[src/rtl/serial_add_pkg.sv]
// Shared types and constants for the serial slice adder controller.
package serial_add_pkg;

  localparam int SLICE_W = 3;

  typedef enum logic [1:0] {
    IDLE = 2'd0,
    RUN  = 2'd1,
    DONE = 2'd2
  } state_t;

  // Index width for NSLICES slices; never narrower than one bit.
  function automatic int clog2(input int n);
    int r;
    r = 0;
    for (int i = 0; i < 32; i++) begin
      if ((1 << r) < n) r++;
    end
    return (r < 1) ? 1 : r;
  endfunction

endpackage

[src/rtl/serial_add_ctrl_if.sv]
// Requester/consumer handshake bundle for serial_add_ctrl.
// The sub select exists only when SERIAL_ADD_SUB_EN is defined.
interface serial_add_ctrl_if #(parameter int NSLICES = 4);
  import serial_add_pkg::*;

  localparam int W = SLICE_W * NSLICES;

  logic         start_valid;
  logic         start_ready;
  logic [W-1:0] a;
  logic [W-1:0] b;
  logic         cin;
`ifdef SERIAL_ADD_SUB_EN
  logic         sub;
`endif
  logic         res_valid;
  logic         res_ready;
  logic [W-1:0] sum;
  logic         cout;
  logic         ovf;
  logic         busy;

  modport master (
    output start_valid, a, b, cin, res_ready,
`ifdef SERIAL_ADD_SUB_EN
    output sub,
`endif
    input  start_ready, res_valid, sum, cout, ovf, busy
  );

  modport slave (
    input  start_valid, a, b, cin, res_ready,
`ifdef SERIAL_ADD_SUB_EN
    input  sub,
`endif
    output start_ready, res_valid, sum, cout, ovf, busy
  );

endinterface

[src/rtl/slice_adder3.sv]
// Combinational 3-bit ripple-carry slice shared across all operand slices.
module slice_adder3 (
  output logic       carry_out,
  output logic [2:0] s,
  input  logic [2:0] a,
  input  logic [2:0] b,
  input  logic       carry_in
);

  logic [3:0] c;

  assign c[0] = carry_in;

  for (genvar i = 0; i < 3; i++) begin : g_fa
    assign s[i]   = a[i] ^ b[i] ^ c[i];
    assign c[i+1] = (a[i] & b[i]) | (c[i] & (a[i] ^ b[i]));
  end

  assign carry_out = c[3];

endmodule

[src/rtl/serial_add_ctrl.sv]
// Sequences one 3-bit slice adder over NSLICES slices to add W-bit operands.
// Optional subtract mode is enabled with SERIAL_ADD_SUB_EN.
//
// state | meaning
// IDLE  | ready for a new operation, operands captured on accept
// RUN   | one slice added per cycle, carry held between slices
// DONE  | result presented until the consumer takes it
module serial_add_ctrl
  import serial_add_pkg::*;
#(
  parameter int NSLICES = 4
) (
  input logic               clk,
  input logic               rst,
  serial_add_ctrl_if.slave  bus
);

  localparam int W     = SLICE_W * NSLICES;
  localparam int IDX_W = clog2(NSLICES);

  state_t             state, state_n;
  logic [W-1:0]       a_q, b_q, sum_q;
  logic               carry;
  logic [IDX_W-1:0]   idx;
  logic [W-1:0]       b_eff;
  logic               cin_eff;
  logic [SLICE_W-1:0] a_sl, b_sl, s_sl;
  logic               c_sl;
  logic               last;

`ifdef SERIAL_ADD_SUB_EN
  assign b_eff   = bus.sub ? ~bus.b : bus.b;
  assign cin_eff = bus.sub ? 1'b1 : bus.cin;
`else
  assign b_eff   = bus.b;
  assign cin_eff = bus.cin;
`endif

  assign last = (idx == IDX_W'(NSLICES - 1));
  assign a_sl = a_q[SLICE_W*int'(idx) +: SLICE_W];
  assign b_sl = b_q[SLICE_W*int'(idx) +: SLICE_W];

  slice_adder3 u_slice (
    .carry_out (c_sl),
    .s         (s_sl),
    .a         (a_sl),
    .b         (b_sl),
    .carry_in  (carry)
  );

  always_ff @(posedge clk) begin
    if (rst) state <= IDLE;
    else     state <= state_n;
  end

  always_comb begin
    state_n = state;
    case (state)
      IDLE:    if (bus.start_valid) state_n = RUN;
      RUN:     if (last)            state_n = DONE;
      DONE:    if (bus.res_ready)   state_n = IDLE;
      default:                      state_n = IDLE;
    endcase
  end

  always_ff @(posedge clk) begin
    if (rst) begin
      a_q   <= '0;
      b_q   <= '0;
      sum_q <= '0;
      carry <= 1'b0;
      idx   <= '0;
    end else begin
      case (state)
        IDLE: begin
          if (bus.start_valid) begin
            a_q   <= bus.a;
            b_q   <= b_eff;
            carry <= cin_eff;
            idx   <= '0;
            sum_q <= '0;
          end
        end
        RUN: begin
          sum_q[SLICE_W*int'(idx) +: SLICE_W] <= s_sl;
          carry <= c_sl;
          if (!last) idx <= idx + 1'b1;
        end
        default: ;
      endcase
    end
  end

  // Flags are decoded from registers only and gated so they read 0 outside DONE.
  assign bus.start_ready = (state == IDLE);
  assign bus.res_valid   = (state == DONE);
  assign bus.busy        = (state != IDLE);
  assign bus.sum         = sum_q;
  assign bus.cout        = (state == DONE) & carry;
  assign bus.ovf         = (state == DONE) & (a_q[W-1] == b_q[W-1]) & (sum_q[W-1] != a_q[W-1]);

endmodule

[src/flat_wrapper.sv]
// flat-port wrapper written by rule: the top's interface ports become plain ports
module serial_add_ctrl_flat import serial_add_pkg::*;
#(
  parameter int NSLICES = 4
)
  (clk, rst, bus_start_valid, bus_a, bus_b, bus_cin, bus_res_ready, bus_start_ready, bus_res_valid, bus_sum, bus_cout, bus_ovf, bus_busy);
  serial_add_ctrl_if #(.NSLICES(NSLICES)) bus_i ();
  input logic clk;
  input logic rst;
  input wire logic [$bits(bus_i.start_valid)-1:0] bus_start_valid;
  input wire logic [$bits(bus_i.a)-1:0] bus_a;
  input wire logic [$bits(bus_i.b)-1:0] bus_b;
  input wire logic [$bits(bus_i.cin)-1:0] bus_cin;
  input wire logic [$bits(bus_i.res_ready)-1:0] bus_res_ready;
  output wire logic [$bits(bus_i.start_ready)-1:0] bus_start_ready;
  output wire logic [$bits(bus_i.res_valid)-1:0] bus_res_valid;
  output wire logic [$bits(bus_i.sum)-1:0] bus_sum;
  output wire logic [$bits(bus_i.cout)-1:0] bus_cout;
  output wire logic [$bits(bus_i.ovf)-1:0] bus_ovf;
  output wire logic [$bits(bus_i.busy)-1:0] bus_busy;
  assign bus_i.start_valid = bus_start_valid;
  assign bus_i.a = bus_a;
  assign bus_i.b = bus_b;
  assign bus_i.cin = bus_cin;
  assign bus_i.res_ready = bus_res_ready;
  assign bus_start_ready = bus_i.start_ready;
  assign bus_res_valid = bus_i.res_valid;
  assign bus_sum = bus_i.sum;
  assign bus_cout = bus_i.cout;
  assign bus_ovf = bus_i.ovf;
  assign bus_busy = bus_i.busy;
  serial_add_ctrl #(.NSLICES(NSLICES)) u_core (.clk(clk), .rst(rst), .bus(bus_i));
endmodule
[config.mk]
export PLATFORM = sky130hd
export DESIGN_NAME = serial_add_ctrl_flat
export DESIGN_NICKNAME = d
export VERILOG_FILES = /design/src/rtl/serial_add_pkg.sv /design/src/rtl/serial_add_ctrl_if.sv /design/src/rtl/slice_adder3.sv /design/src/rtl/serial_add_ctrl.sv /design/src/flat_wrapper.sv
export SDC_FILE = /design/constraint.sdc
export NUM_CORES = 1
export LEC_CHECK = 0
export ABC_AREA = 1
export CAP_MARGIN = 20
export CORE_MARGIN = 2
export CORE_UTILIZATION = 50
export CTS_CLUSTER_SIZE = 12
export DETAILED_ROUTE_END_ITERATION = 6
export GPL_TIMING_DRIVEN = 0
export HOLD_SLACK_MARGIN = 0.06
export PLACE_DENSITY = 0.89
export SLEW_MARGIN = 20
export SYNTH_ARGS = -nofsm -noshare
export SYNTH_HDL_FRONTEND = slang
export SYNTH_HIERARCHICAL = 1
export SYNTH_SLANG_ARGS = --single-unit
[constraint.sdc]
create_clock -name clk -period 3.4 [get_ports clk]
set_input_delay 0.85 -clock clk [delete_from_list [all_inputs] [get_ports clk]]
set_output_delay 0.85 -clock clk [all_outputs]
set_load 0.02 [all_outputs]
==> metrics.log, run 1 <==
INFO  metric outcome = completed
INFO  metric globalplace.congestion = roughly 0.9
INFO  metric leakage_power = ~1.1 nW
INFO  metric die_area = 0.00456 sq mm
INFO  metric synth_fa_ha_area_frac = 0.0669
INFO  metric floorplan.core_area = 0.00394 sq mm
INFO  metric final-setup-viol-count = 0
INFO  metric vdd_ir_drop_max = between 0.0003 and 0.0004 V
INFO  metric worst_slew_pin_slew = approximately 430 ps
INFO  metric dp_slack = 425 ps
INFO  metric cell_at_the_slowest_stage_of_the_critical_path = sky130_fd_sc_hd__dfxtp_1
INFO  metric drtIter0Drc = ~110
INFO  metric global_route_congestion_overflow_total = 0
INFO  metric buffer_count_from_post_cts_setup_fixing = 0
INFO  metric synthesized_area_fraction_occupied_by_and_or_nand_nor_cells = 0.296
INFO  metric floorplan.die.width = roughly 68 microns
INFO  metric initial_utilization = 0.512
INFO  metric timing.critical_path.cells = inv_1, buf_2, o21ai_0, o22ai_1, inv_1, fa_1, inv_1, fa_1, inv_1, fa_1, inv_1, nand2_1, nor2_1, nand3_1, a21oi_1
INFO  metric hold_path.class = reg2reg
INFO  metric period_share = 0.887
INFO  metric hold_path_startpoint = u_core/a_q[4]
INFO  metric timing.reg2reg.setup_slack = about 390 ps
INFO  metric number_of_fillers_in_the_final_layout = approximately 350
INFO  metric synth.lib_cells_used.distinct = 25
INFO  metric layout_min_cycle_time = about 3000 ps
INFO  metric worstRegToRegCells = 15
INFO  metric ctsResizeCount = 0
INFO  metric area_growth = 29.5%
INFO  metric maxSlewHeadroom = 0.714
INFO  metric htree_levels = 2
INFO  metric drt-total-wl = about 4500 microns
INFO  metric synth-seq-cells = around 40
INFO  metric part_of_the_yosys_area_used_for_sequential_elements = 0.406
INFO  metric slowest_delay = approximately 550 ps
INFO  metric std_cell_rows = 23
INFO  metric post_synth.cell_area_avg = a little over 7 sq um
INFO  metric cts_buffers = 5
INFO  metric cts.hold.buffers_added = 0
INFO  metric number_of_antenna_violations_at_the_first_check_in_global_routing = 0
INFO  metric portBuffers = 45
INFO  metric required = approximately 3600 ps
INFO  metric routed-via-count = slightly below 2000
INFO  metric synth_top_family_by_area = simple AND/OR/NAND/NOR gates
INFO  metric die_span_y = 67.6 microns
INFO  metric area_fraction_in_compound_gates_after_synthesis = 0.142
INFO  metric cts_max_path_buffers = 2
INFO  metric synthesis.nets = 320
INFO  metric whs = just under 500 ps
INFO  metric worstHoldPathCells = 2
INFO  metric n_antenna_cell = 0
INFO  metric worstPathMaxFanout = 12
INFO  metric grt_max_degree = 13
INFO  metric yosys-mux-area-fraction = 0
INFO  metric critical_path.reg2reg.startpoint = u_core/idx[0]
INFO  metric route.detailed.vias_per_inst = 5.02
INFO  metric detailed_place_hpwl = between 3000 and 4000 microns
INFO  metric post_drt_wl_per_cell = between 10 and 15 microns
INFO  metric first_pass_grt_wire_length = 7660 microns
INFO  metric hold_end = u_core/a_q[4]
INFO  metric maxCapViolCount = 0
INFO  metric firstDrtPassIters = 4
INFO  metric netlist_area = between 0.002 and 0.0025 sq mm
INFO  metric clk_pin_slew = about 70 ps
INFO  metric detail-route-antenna-nets = 0
INFO  metric timing.setup.critical_path_class = reg2reg
INFO  metric synth_xor_area_frac = 0
INFO  metric timing_hold_violations_final = 0
INFO  metric route.detailed.drc = 0
INFO  metric worst_clock_skew_on_the_final_layout = slightly below 9 ps
INFO  metric crit_path_capture_type = flip-flop
INFO  metric total_routing_usage_gr = 0.228
INFO  metric setup_slack = about 390 ps
INFO  metric tritoncts = built
INFO  metric vias_in_the_first_global_route = around 1800
INFO  metric timing.rr.end = u_core/bus.sum[5]
INFO  metric io_pins = 46
INFO  metric timing.setup.tns = 0 ps
INFO  metric maxClockFrequency = around 330 MHz
INFO  metric layout-drive-gt1-share = 0.0716
INFO  metric dominant_cell_type_by_count_on_the_critical_path = sky130_fd_sc_hd__inv_1
INFO  metric worstSetupStartpointType = flip-flop
INFO  metric ys.warnings.count = 6
INFO  metric power_density = between 400 and 500 mW/mm^2
INFO  metric crit_path_arrival_time = about 3200 ps
INFO  metric netlist_instances = roughly 280
INFO  metric design.final.nets = roughly 370
INFO  metric grt_setup_unrepaired = false
INFO  metric sink_count_of_the_clock_tree = 41
INFO  metric ctsRootBufferMaster = sky130_fd_sc_hd__clkbuf_8
INFO  metric clock_insertion_delay_worst_skew = 290 ps
INFO  metric report.final.slew_viol_count = 0
[per-stage QoR]
step                      cell area (sq um)  utilization  power (W)  cells
after floorplan                        2020            -   0.000751    282
final                                  2620        0.663    0.00115    385
after detailed placement               2530        0.642   0.000852    377
after global routing                   2620        0.663    0.00123    385
after global placement                 2530        0.642   0.000844    377
after CTS                              2620        0.663    0.00116    385
[cell families (layout without fill, tap and decap cells)]
logic type	count (synthesis)	count (layout)
fa+ha+maj	9	9
buf+inv	38	91
flops	41	41
compound gates	55	55
simple gates	139	139
[state kept, by name (all words and copies together), names as in the netlist]
register        flops
u_core/a_q         12
u_core/b_q         12
u_core/carry        1
u_core/state        2
u_core/idx          2
u_core/bus.sum     12
[power breakdown]
part / total (W) / switching [W] / internal [W]
clock: 0.000302 / 0.000160 / 0.000142
combinational: 0.000303 / 0.000174 / 0.000129
sequential: 0.000540 / 0.0000260 / 0.000514
total: 0.00115 / 0.000360 / 0.000786
[Yosys cell counts]
cell type                  number  share of area
sky130_fd_sc_hd__dfxtp_1       41           0.41
sky130_fd_sc_hd__nand3_1       23          0.057
sky130_fd_sc_hd__nand3b_1       3          0.011
sky130_fd_sc_hd__and2_1         1         0.0031
sky130_fd_sc_hd__inv_4          1         0.0031
sky130_fd_sc_hd__nand2_4        2          0.011
sky130_fd_sc_hd__o21ai_1        1         0.0025
sky130_fd_sc_hd__buf_2          4         0.0099
sky130_fd_sc_hd__ha_1           6          0.037
sky130_fd_sc_hd__a21oi_1       11          0.027
sky130_fd_sc_hd__nor2_1        87           0.16
sky130_fd_sc_hd__nand2_1       19          0.035
sky130_fd_sc_hd__buf_6          2          0.011
sky130_fd_sc_hd__nor2_2         1         0.0031
sky130_fd_sc_hd__o21a_1         1         0.0037
sky130_fd_sc_hd__nor3_1         1         0.0025
sky130_fd_sc_hd__inv_1         23          0.043
sky130_fd_sc_hd__clkbuf_1       3         0.0056
sky130_fd_sc_hd__o22ai_1        7          0.022
sky130_fd_sc_hd__nor2_4         1         0.0056
sky130_fd_sc_hd__buf_4          4          0.015
sky130_fd_sc_hd__inv_2          1         0.0019
sky130_fd_sc_hd__o21ai_0       35          0.087
sky130_fd_sc_hd__fa_1           3          0.030
sky130_fd_sc_hd__nand3_2        1         0.0050
[per-layer routing]
layer | vias up | wire [microns] | track usage
li1 | 1003 | - | -
met1 | 869 | 1950 | 0.254
met2 | 53 | 2250 | 0.395
met3 | 6 | 198 | 0.0733
met4 | 0 | 55 | 0.0995
met5 | - | 0 | 0
[how the worst max path moves through the flow]
stage | start | to
6_report | u_core/idx[0] | u_core/bus.sum[5]
5_1_grt | u_core/idx[0] | u_core/bus.sum[5]
4_1_cts | u_core/idx[0] | u_core/bus.sum[5]
3_5_place_dp | u_core/idx[0] | u_core/bus.sum[5]
3_3_place_gp | u_core/idx[0] | u_core/bus.sum[11]
2_1_floorplan | u_core/idx[0] | u_core/bus.sum[11]
[worst max-delay path, delay by kind of cell (launching register included)]
family,cells,cell delay (ps)
AO/OA/AOI/OAI,3,410
flip-flops,1,550
AND/OR/NAND/NOR,3,280
adder cells (fa/ha/maj),3,950
buffers and inverters,6,770
[cells in the final DEF, fill, tap and decap left out, types with 2 or more instances in the layout]
master                            count
sky130_fd_sc_hd__a21oi_1             11
sky130_fd_sc_hd__buf_2                4
sky130_fd_sc_hd__buf_4                4
sky130_fd_sc_hd__buf_6                2
sky130_fd_sc_hd__clkbuf_1             4
sky130_fd_sc_hd__clkbuf_8             5
sky130_fd_sc_hd__clkdlybuf4s50_1     45
sky130_fd_sc_hd__clkinv_2             2
sky130_fd_sc_hd__dfxtp_1             41
sky130_fd_sc_hd__fa_1                 3
sky130_fd_sc_hd__ha_1                 6
sky130_fd_sc_hd__inv_1               23
sky130_fd_sc_hd__nand2_1             19
sky130_fd_sc_hd__nand2_4              2
sky130_fd_sc_hd__nand3_1             23
sky130_fd_sc_hd__nand3b_1             3
sky130_fd_sc_hd__nor2_1              87
sky130_fd_sc_hd__o21ai_0             35
sky130_fd_sc_hd__o22ai_1              7
[cell type report]
| type | instances | area, sq um | share of cell area |
|---|---|---|---|
| clock buffer | 6 | 72.6 | 0.0278 |
| tap | 50 | 62.6 | 0.0239 |
| clock inverter | 2 | 10.0 | 0.00383 |
| multi-input combinational | 203 | 1020 | 0.389 |
| timing repair buffer | 45 | 450 | 0.172 |
| inverter | 25 | 96.3 | 0.0368 |
| buffer | 13 | 83.8 | 0.0321 |
| sequential | 41 | 821 | 0.314 |
No activity file was read; power rests on OpenSTA's default activity.
==> run 2: changes to the inputs <==
--- a/config.mk
+++ b/config.mk
@@ -8,13 +8,14 @@
 export ABC_AREA = 1
 export CAP_MARGIN = 20
 export CORE_MARGIN = 2
-export CORE_UTILIZATION = 50
+export CORE_UTILIZATION = 40
 export CTS_CLUSTER_SIZE = 12
 export DETAILED_ROUTE_END_ITERATION = 6
 export GPL_TIMING_DRIVEN = 0
 export HOLD_SLACK_MARGIN = 0.06
-export PLACE_DENSITY = 0.89
-export SLEW_MARGIN = 20
+export MAX_ROUTING_LAYER = met4
+export PLACE_DENSITY = 0.75
+export SLEW_MARGIN = 30
 export SYNTH_ARGS = -nofsm -noshare
 export SYNTH_HDL_FRONTEND = slang
 export SYNTH_HIERARCHICAL = 1
==> metrics.log, run 2 (same netlist as run 1, synthesis figures left out) <==
INFO  metric outcome = completed
INFO  metric final-setup-viol-count = 0
INFO  metric crit_path_arrival_time = 3220 ps
INFO  metric post-layout-total-power = 0.00115 W
INFO  metric top_signal_layer_used = met4
INFO  metric report.final.slew_viol_count = 0
INFO  metric endpoint = u_core/bus.sum[5]
INFO  metric total_area_of_multi_input_combinational_cells = 0.00102 sq mm
INFO  metric postLayoutCoreUtil = 0.552
INFO  metric power.share.clock = 0.272
INFO  metric route.detailed.vias_per_inst = 4.85
INFO  metric hold_path.class = reg2reg
INFO  metric power.share.sequential = 0.468
INFO  metric portBuffers = between 40 and 50
INFO  metric design.final.nets = around 370
INFO  metric clock_insertion_delay_worst_skew = around 290 ps
INFO  metric floorplan.core_area = 0.00479 sq mm
INFO  metric cts.hold.buffers_added = 0
INFO  metric dp_area = around 0.0026 sq mm
INFO  metric route.layer.met1.wl = 2090 microns
INFO  metric drtIter0Drc = approximately 110
INFO  metric ctsRootBufferMaster = sky130_fd_sc_hd__clkbuf_8
INFO  metric worst_slew_pin_slew = around 410 ps
INFO  metric cp-startpoint = u_core/idx[0]
INFO  metric met2_length = 2190 microns
INFO  metric number_of_fillers_in_the_final_layout = between 400 and 500
INFO  metric firstDrtPassIters = 4
INFO  metric power.internal = around 0.00080 W
INFO  metric grt_setup_unrepaired = false
INFO  metric leakage_power = 1.09 nW
INFO  metric timing.setup.tns = 0 ps
INFO  metric vdd_ir_drop_max = 0.000287 V
INFO  metric cts_buffers = 5
INFO  metric clk_pin_slew = 70 ps
INFO  metric first_pass_grt_wire_length = roughly 7800 microns
INFO  metric number_of_antenna_violations_at_the_first_check_in_global_routing = 0
INFO  metric layout_min_cycle_time = between 3000 and 4000 ps
INFO  metric worstSetupStartpointType = flip-flop
INFO  metric maxCapViolCount = 0
INFO  metric worst_clock_skew_on_the_final_layout = roughly 6.1 ps
INFO  metric buffer_count_from_post_cts_setup_fixing = 0
INFO  metric route.detailed.drc = 0
INFO  metric layout.cell_area.non_filler = about 0.0026 sq mm
INFO  metric drt-total-wl = 4510 microns
INFO  metric mostFrequentLayoutCells = sky130_fd_sc_hd__nor2_1 (87), sky130_fd_sc_hd__clkdlybuf4s50_1 (45), sky130_fd_sc_hd__dfxtp_1 (41), sky130_fd_sc_hd__o21ai_0 (35)
INFO  metric cts_max_path_buffers = 2
INFO  metric met3_length = 171 microns
INFO  metric std_cell_rows = 25
INFO  metric worstRegToRegCells = 15
INFO  metric sink_count_of_the_clock_tree = just over 40
INFO  metric ctsResizeCount = 0
INFO  metric io_pins = 46
INFO  metric layout-drive-gt1-share = 0.0689
INFO  metric net-switching-power = about 0.00035 W
INFO  metric routed-via-count = between 1500 and 2000
INFO  metric timing.setup.critical_path_class = reg2reg
INFO  metric switching_part_of_the_total_power = 0.304
INFO  metric die_span_y = approximately 75 microns
INFO  metric maxClockFrequency = ~330 MHz
INFO  metric sequential_cell_area = between 800 and 900 sq um
INFO  metric htree_levels = 2
INFO  metric period_share = 0.884
INFO  metric grt_max_degree = 13
INFO  metric required = 3620 ps
INFO  metric floorplan.die.width = around 75 microns
INFO  metric tritoncts = built
INFO  metric timing.reg2reg.setup_slack = between 300 and 400 ps
INFO  metric detail-route-antenna-nets = 0
INFO  metric post_drt_wl_per_cell = 11.2 microns
INFO  metric worstPathMaxFanout = 12
INFO  metric global_route_congestion_overflow_total = 0
INFO  metric timing.rr.end = u_core/bus.sum[5]
INFO  metric detailed_place_hpwl = 3450 microns
INFO  metric vias_in_the_first_global_route = between 1500 and 2000
INFO  metric initial_utilization = 0.422
INFO  metric critical_path.reg2reg.startpoint = u_core/idx[0]
INFO  metric power_frac_comb = 0.260
INFO  metric die_area = about 0.0056 sq mm
INFO  metric mostFrequentLayoutCell = sky130_fd_sc_hd__nor2_1
INFO  metric timing_hold_violations_final = 0
INFO  metric maxSlewHeadroom = 0.724
INFO  metric n_antenna_cell = 0
INFO  metric total_routing_usage_gr = 0.187
INFO  metric power_density = between 400 and 500 mW/mm^2
INFO  metric area_growth = 30.7%
INFO  metric globalplace.congestion = between 0.8 and 0.9
INFO  metric crit_path_capture_type = flip-flop
## run 2: changes by cell type in the layout (fill, tap and decap cells not counted)
cell and delta:
sky130_fd_sc_hd__clkbuf_8 +1, sky130_fd_sc_hd__clkinv_2 -2
## run 2: worst max-delay path: stages (launching register included)
cell,delay (ps)
sky130_fd_sc_hd__dfxtp_1,420
sky130_fd_sc_hd__inv_1,250
sky130_fd_sc_hd__buf_2,290
sky130_fd_sc_hd__o21ai_0,110
sky130_fd_sc_hd__o22ai_1,140
sky130_fd_sc_hd__inv_1,80
sky130_fd_sc_hd__fa_1,410
sky130_fd_sc_hd__inv_1,70
sky130_fd_sc_hd__fa_1,150
sky130_fd_sc_hd__inv_1,50
sky130_fd_sc_hd__fa_1,420
sky130_fd_sc_hd__inv_1,110
sky130_fd_sc_hd__nand2_1,80
sky130_fd_sc_hd__nor2_1,110
sky130_fd_sc_hd__nand3_1,70
sky130_fd_sc_hd__a21oi_1,160
## run 2: worst min path at each step
stage,startpoint,end,slack [ps],cells past startpoint
CTS,u_core/bus.sum[3],u_core/bus.sum[3],480,2
floorplan,u_core/a_q[3],u_core/a_q[3],450,2
finish,u_core/bus.sum[10],u_core/bus.sum[10],480,2
global route,u_core/bus.sum[3],u_core/bus.sum[3],500,2
global placement,u_core/b_q[8],u_core/b_q[8],460,2
detailed placement,u_core/b_q[3],u_core/b_q[3],470,2
## run 2: area by class of cell
type	instances	area share
repair buffers	45	0.171
well taps	67	0.0318
plain buffers	13	0.0318
flip-flops and latches	41	0.311
inverters	25	0.0365
clock buffers	7	0.0327
multi-input cells	203	0.386
## run 2: metal layers
| layer | up-vias | GRT usage |
|---|---|---|
| li1 | 1008 | - |
| met1 | 882 | 0.234 |
| met2 | 46 | 0.303 |
| met3 | 8 | 0.0375 |
| met4 | 0 | 0.0575 |
| met5 | - | - |
## run 2: power groups by stage
stage          clock (W)  sequential [W]  combinational (W)
6_report        0.000314        0.000540           0.000300
5_1_grt         0.000336        0.000544           0.000346
4_1_cts         0.000318        0.000540           0.000300
3_5_place_dp           0        0.000551           0.000299
3_3_place_gp           0        0.000550           0.000294
2_1_floorplan          0        0.000548           0.000203
## run 2: stage by stage
| step | worst slack, ps | cells | hold slack (ps) |
|---|---|---|---|
| floorplan | 854 | 282 | 449 |
| global placement | 482 | 394 | 458 |
| detailed placement | 427 | 394 | 466 |
| CTS | 404 | 401 | 482 |
| global route | 182 | 401 | 496 |
| finish | 393 | 401 | 479 |
